File: src/rtl/seq_div_if.sv
`default_nettype none
// ============================================================================
//  Module   : seq_div_if
//  Brief    : Start/Busy/Done request and result bundle for seq_div.
//  Revision : 1.0  initial release
// ============================================================================
interface seq_div_if #(
    parameter int N = 8
);
    logic         Start;
    logic [N-1:0] Dividend;
    logic [N-1:0] Divisor;
    logic         Busy;
    logic         Done;
    logic [N-1:0] Quotient;
    logic [N-1:0] Remainder;
    logic         DivByZero;

    modport master (
        output Start, Dividend, Divisor,
        input  Busy, Done, Quotient, Remainder, DivByZero
    );

    modport slave (
        input  Start, Dividend, Divisor,
        output Busy, Done, Quotient, Remainder, DivByZero
    );
endinterface
`default_nettype wire

File: src/rtl/seq_div.sv
`default_nettype none
// ============================================================================
//  Module   : seq_div
//  Brief    : Iterative restoring divider, one quotient bit per clock.
//             Define SEQ_DIV_SIGNED_EN for two's-complement operands.
//  Revision : 1.0  initial release
// ============================================================================
module seq_div #(
    parameter int N = 8
) (
    input  logic     Clock,
    input  logic     Reset,
    seq_div_if.slave bus
);
    localparam int             CW     = $clog2(N + 1);
    localparam logic [CW-1:0]  c_last = CW'(N);

    typedef enum logic [1:0] {
        S_IDLE = 2'd0,
        S_RUN  = 2'd1,
        S_FIN  = 2'd2
    } state_t;

    state_t        r_state, w_next;
    logic [CW-1:0] r_cnt;
    logic [N-1:0]  r_rem, r_quo, r_dvs;
    logic [N-1:0]  r_q_out, r_r_out;
    logic          r_dbz;

    logic          w_accept, w_busy, w_done, w_last, w_dvs_zero;
    logic [N-1:0]  w_dvd_mag, w_dvs_mag;
    logic [N:0]    w_shift, w_diff;
    logic [N-1:0]  w_rem_nx, w_quo_nx;
    logic [N-1:0]  w_q_fin, w_r_fin;

`ifdef SEQ_DIV_SIGNED_EN
    logic [N-1:0]  r_dvd;
    logic          r_qneg, r_rneg;
`endif

    always_ff @(posedge Clock or posedge Reset) begin
        if (Reset) r_state <= S_IDLE;
        else       r_state <= w_next;
    end

    assign w_last = (r_cnt == c_last);

    always_comb begin
        w_next   = r_state;
        w_busy   = 1'b0;
        w_done   = 1'b0;
        w_accept = 1'b0;
        case (r_state)
            S_IDLE: begin
                w_accept = bus.Start;
                if (bus.Start) w_next = S_RUN;
            end
            S_RUN: begin
                w_busy = 1'b1;
                if (w_last) w_next = S_FIN;
            end
            S_FIN: begin
                w_done   = 1'b1;
                w_accept = bus.Start;
                w_next   = bus.Start ? S_RUN : S_IDLE;
            end
            default: w_next = S_IDLE;
        endcase
    end

`ifdef SEQ_DIV_SIGNED_EN
    assign w_dvd_mag = bus.Dividend[N-1] ? -bus.Dividend : bus.Dividend;
    assign w_dvs_mag = bus.Divisor[N-1]  ? -bus.Divisor  : bus.Divisor;
`else
    assign w_dvd_mag = bus.Dividend;
    assign w_dvs_mag = bus.Divisor;
`endif

    // Remainder stays below the divisor, so the trial difference fits in N bits.
    assign w_shift  = {r_rem, r_quo[N-1]};
    assign w_diff   = w_shift - {1'b0, r_dvs};
    assign w_rem_nx = w_diff[N] ? w_shift[N-1:0] : w_diff[N-1:0];
    assign w_quo_nx = {r_quo[N-2:0], ~w_diff[N]};

    assign w_dvs_zero = (r_dvs == '0);

`ifdef SEQ_DIV_SIGNED_EN
    assign w_q_fin = w_dvs_zero ? '1    : (r_qneg ? -r_quo : r_quo);
    assign w_r_fin = w_dvs_zero ? r_dvd : (r_rneg ? -r_rem : r_rem);
`else
    // A zero divisor naturally yields all-ones quotient and remainder = dividend.
    assign w_q_fin = r_quo;
    assign w_r_fin = r_rem;
`endif

    always_ff @(posedge Clock or posedge Reset) begin
        if (Reset) begin
            r_cnt   <= '0;
            r_rem   <= '0;
            r_quo   <= '0;
            r_dvs   <= '0;
            r_q_out <= '0;
            r_r_out <= '0;
            r_dbz   <= 1'b0;
`ifdef SEQ_DIV_SIGNED_EN
            r_dvd   <= '0;
            r_qneg  <= 1'b0;
            r_rneg  <= 1'b0;
`endif
        end else if (w_accept) begin
            r_cnt <= '0;
            r_rem <= '0;
            r_quo <= w_dvd_mag;
            r_dvs <= w_dvs_mag;
            r_dbz <= 1'b0;
`ifdef SEQ_DIV_SIGNED_EN
            r_dvd  <= bus.Dividend;
            r_qneg <= bus.Dividend[N-1] ^ bus.Divisor[N-1];
            r_rneg <= bus.Dividend[N-1];
`endif
        end else if (r_state == S_RUN) begin
            if (w_last) begin
                r_q_out <= w_q_fin;
                r_r_out <= w_r_fin;
                r_dbz   <= w_dvs_zero;
            end else begin
                r_rem <= w_rem_nx;
                r_quo <= w_quo_nx;
                r_cnt <= r_cnt + 1'b1;
            end
        end
    end

    assign bus.Busy      = w_busy;
    assign bus.Done      = w_done;
    assign bus.Quotient  = r_q_out;
    assign bus.Remainder = r_r_out;
    assign bus.DivByZero = r_dbz;
endmodule
`default_nettype wire

File: src/flat_wrapper.sv
// flat-port wrapper written by rule: the top's interface ports become plain ports
module seq_div_flat 
#(
    parameter int N = 8
)
  (Clock, Reset, bus_Start, bus_Dividend, bus_Divisor, bus_Busy, bus_Done, bus_Quotient, bus_Remainder, bus_DivByZero);
  seq_div_if #(.N(N)) bus_i ();
  input  logic Clock;
  input  logic Reset;
  input wire logic [$bits(bus_i.Start)-1:0] bus_Start;
  input wire logic [$bits(bus_i.Dividend)-1:0] bus_Dividend;
  input wire logic [$bits(bus_i.Divisor)-1:0] bus_Divisor;
  output wire logic [$bits(bus_i.Busy)-1:0] bus_Busy;
  output wire logic [$bits(bus_i.Done)-1:0] bus_Done;
  output wire logic [$bits(bus_i.Quotient)-1:0] bus_Quotient;
  output wire logic [$bits(bus_i.Remainder)-1:0] bus_Remainder;
  output wire logic [$bits(bus_i.DivByZero)-1:0] bus_DivByZero;
  assign bus_i.Start = bus_Start;
  assign bus_i.Dividend = bus_Dividend;
  assign bus_i.Divisor = bus_Divisor;
  assign bus_Busy = bus_i.Busy;
  assign bus_Done = bus_i.Done;
  assign bus_Quotient = bus_i.Quotient;
  assign bus_Remainder = bus_i.Remainder;
  assign bus_DivByZero = bus_i.DivByZero;
  seq_div #(.N(N)) u_core (.Clock(Clock), .Reset(Reset), .bus(bus_i));
endmodule
File: config.mk
export PLATFORM = sky130hd
export DESIGN_NAME = seq_div_flat
export DESIGN_NICKNAME = d
export VERILOG_FILES = /design/src/rtl/seq_div_if.sv /design/src/rtl/seq_div.sv /design/src/flat_wrapper.sv
export SDC_FILE = /design/constraint.sdc
export NUM_CORES = 1
export LEC_CHECK = 0
export ABC_AREA = 1
export BUFFER_PORTS_ARGS = -buffer_cell sky130_fd_sc_hd__buf_2
export CORE_MARGIN = 1.5
export CORE_UTILIZATION = 60
export DETAILED_ROUTE_END_ITERATION = 10
export PLACE_DENSITY = 0.9
export RECOVER_POWER = 25
export SLEW_MARGIN = 40
export SYNTH_ARGS = -nofsm -noshare
export SYNTH_HDL_FRONTEND = slang
export SYNTH_SLANG_ARGS = --single-unit
File: constraint.sdc
create_clock -name Clock -period 4.3 [get_ports Clock]
set_clock_uncertainty 0.1 [all_clocks]
set_input_delay 0.43 -clock Clock [delete_from_list [all_inputs] [get_ports Clock]]
set_output_delay 0.43 -clock Clock [all_outputs]
set_load 0.05 [all_outputs]
==> metrics.md <==
| Metric | Value |
|---|---|
| Detail Route Antenna Nets | `0` |
| Multiplexer share of the synthesized area | `0%` |
| GRT Total Usage | `roughly a quarter` |
| Die Ht | `~67 um` |
| Arrival time at the worst endpoint | `between 2 and 2.5 ns` |
| Worst-skew pair later-pin latency | `approximately 0.31 ns` |
| Element type at the critical path start | `primary input` |
| Post-layout minimum cycle time | `roughly 2.5 ns` |
| Register area share after synthesis | `a little under half` |
| # port buffers | `37` |
| Sink of the worst hold path | `u_core.r_dvs[1]$_DFFE_PP0P_` |
| Initial antenna violation count | `0` |
| Rows | `23` |
| Post-Synth XOR/XNOR Area | `under 10%` |
| Largest net degree at the start of global routing | `48` |
| Largest family of logic cells by synthesized area | `simple AND/OR/NAND/NOR gates` |
| Area growth syn-to-layout | `13.2%` |
| Multi-input gate area | `roughly 0.0011 mm^2` |
| Cell Chain, Critical Path | `buf_2, clkinv_1, clkbuf_1` |
| Share of layout cells above drive strength 1 | `around a fifth` |
| Post-Synth Adder-Cell Area | `under 10%` |
| Synth Area per Inst | `between 8 and 9 um^2` |
| Core area | `0.00397 mm^2` |
| Initial Util | `62.2%` |
| First-pass DRT Iterations | `4` |
| Grt total ovfl | `0` |
| Fin area | `approximately 0.0028 mm^2` |
| Worst reg2reg path depth | `12` |
| Sequential Area | `approximately 0.0012 mm^2` |
| Final RePlAce weighted congestion | `0.849` |
| Slowest cell delay on critical path | `1.72 ns` |
| TritonCTS clock tree | `done` |
| Post-place instance area | `approximately 0.0027 mm^2` |
| WL/cell | `12.9 um` |
| CTS Buf Count | `5` |
| Net Count, Synth | `about 330` |
| Clk buf depth | `2` |
| Max Clk Rate | `~400 MHz` |
| DRC viols | `0` |
| Worst-path clk slew | `0.09 ns` |
| Measured slew at the worst slew-check pin | `between 2 and 2.5 ns` |
| Synth Register Bits | `47` |
| # diodes | `0` |
| First-pass GRT wire length | `about 8400 um` |
| Via count | `between 2k and 2.5k` |
| Worst endpoint required time | `4.11 ns` |
| Fin crit share | `about three fifths` |
| Violated checks | `max-capacitance violations, max-slew violations` |
| YS warnings | `0` |
| Max-cap violations | `1` |
| Largest fanout on the critical path | `47` |
| Die Wd | `between 60 and 70 um` |
| Worst hold-check path type | `in2reg` |
| Relative slew slack | `-63.7%` |
| 1st-iter DRT viols | `about 160` |
| Status | `complete, but fails checks` |
| CTS root buffer | `clkbuf_8` |
| WL final | `roughly 5100 um` |
| Min-delay src | `bus_Divisor[1]` |
| DP HPWL | `approximately 3700 um` |
| Clk sinks | `47` |
| Setup TNS Final | `0 ns` |
| Vias in the first global route | `approximately 1.8k` |
| Crit Path Category | `in2async` |
| Post CTS Setup Buffer Count | `0` |
| Syn Inst Count | `about 300` |
| Fill count | `307` |
| Die footprint | `between 0.004 and 0.005 mm^2` |
| Most frequent cells in the layout | `99 x nand2_1, 47 x dfrtp_1, 43 x inv_1` |
| Fin. max-slew vios | `between 40 and 50` |
| Distinct cells, synth | `32` |
| Setup-failing EPs final | `0` |
| Synth Area in Compound Gates | `10.4%` |
| Setup slack, reg-to-reg | `2.23 ns` |
| FF-to-FF End | `u_core.r_rem[2]$_DFFE_PP0P_` |
| Most common cell after layout, fill and taps aside | `nand2_1` |
| Synth Cell Area | `0.00247 mm^2` |
| Vias per Instance | `approximately 5.2` |
| Hold path depth | `3` |
| CP max stage cell | `clkbuf_1` |
| RSZ-0062 raised after global routing | `false` |
| Final Hold Fails | `0` |
| H-Tree Depth | `2` |
| IO Pins | `38` |
| Layout Nets | `roughly 370` |
| Post-CTS sizing | `0` |
| Final core utilization | `70.4%` |
| # hold bufs at CTS | `0` |
| CP endpoint kind | `asynchronous set/reset pin` |
| Reg2reg start | `u_core.r_quo[7]$_DFFE_PP0P_` |
| Simple logic cell fraction of the synthesized area | `26.4%` |
-- worst max path at each step --
stage	from	end	cells after the start
after global routing	Reset	u_core.r_rem[5]$_DFFE_PP0P_	3
after CTS	u_core.r_quo[7]$_DFFE_PP0P_	u_core.r_rem[2]$_DFFE_PP0P_	12
after floorplan	u_core.r_quo[7]$_DFFE_PP0P_	u_core.r_rem[2]$_DFFE_PP0P_	12
final	Reset	u_core.r_rem[5]$_DFFE_PP0P_	3
after detailed placement	u_core.r_quo[7]$_DFFE_PP0P_	u_core.r_rem[2]$_DFFE_PP0P_	12
after global placement	u_core.r_quo[7]$_DFFE_PP0P_	u_core.r_rem[2]$_DFFE_PP0P_	12
-- worst max-delay path: cells and delay by family --
family / cells / cell delay (ns)
buffers and inverters: 3 / 1.85
-- Yosys cell counts (all sizes together) --
cell    instances  area share (%)
a21oi           4            0.96
a22oi           3            0.91
buf             5             1.4
clkbuf          1            0.15
dfrtp          47              48
fa              1            0.81
ha             10             5.1
inv            47             7.1
nand2         109              18
nand3          19             4.1
nand3b          2            0.61
nand4           3            0.76
nor2           12             2.2
nor3            1            0.20
o211a           1            0.41
o211ai          4             1.4
o21ai          31             6.7
or2             1            0.35
xnor2           2            0.71
xor2            1            0.35
-- final cells by class --
type | count | area share, %
sequential | 47 | 42.0
multi-input combinational | 204 | 38.6
timing repair buffer | 38 | 6.75
inverter | 47 | 6.31
clock buffer | 5 | 2.46
tap | 50 | 2.24
clock inverter | 3 | 1.57
-- routing by layer --
metal,vias to the layer above,GRT usage (%),wire length (um)
met2,57,39.7,2470
met1,972,33.7,2290
li1,1029,-,-
met4,0,8.67,81
met5,-,0,0
met3,7,4.17,224
-- registers in the layout, indices dropped and copies added, names as in the netlist --
register and count:
u_core.r_quo 8, u_core.r_rem 8, u_core.bus.Remainder 8, u_core.bus.Quotient 8
u_core.r_state 2, u_core.r_dvs 8, u_core.bus.DivByZero 1, u_core.r_cnt 4
-- metrics by stage --
stage / hold WS (ns) / std cells / setup WS, ns
after CTS: 0.175 / 394 / 2.24
after global routing: 0.243 / 394 / 1.33
final: 0.223 / 394 / 1.79
after global placement: 0.358 / 386 / 2.36
after floorplan: 0.342 / 304 / 2.42
after detailed placement: 0.361 / 386 / 2.26
-- cell families (layout without fill, tap and decap cells) --
group	Yosys count	after routing
buffers and inverters	53	93
AO/OA/AOI/OAI	43	43
AND/OR/NAND/NOR	147	147
flip-flops	47	47
adder cells (fa/ha/maj)	11	11
XOR/XNOR	3	3
Power is left out: the tool's default activity adds up to more than one toggle a clock period on the data nets, which glitch-free logic cannot reach.
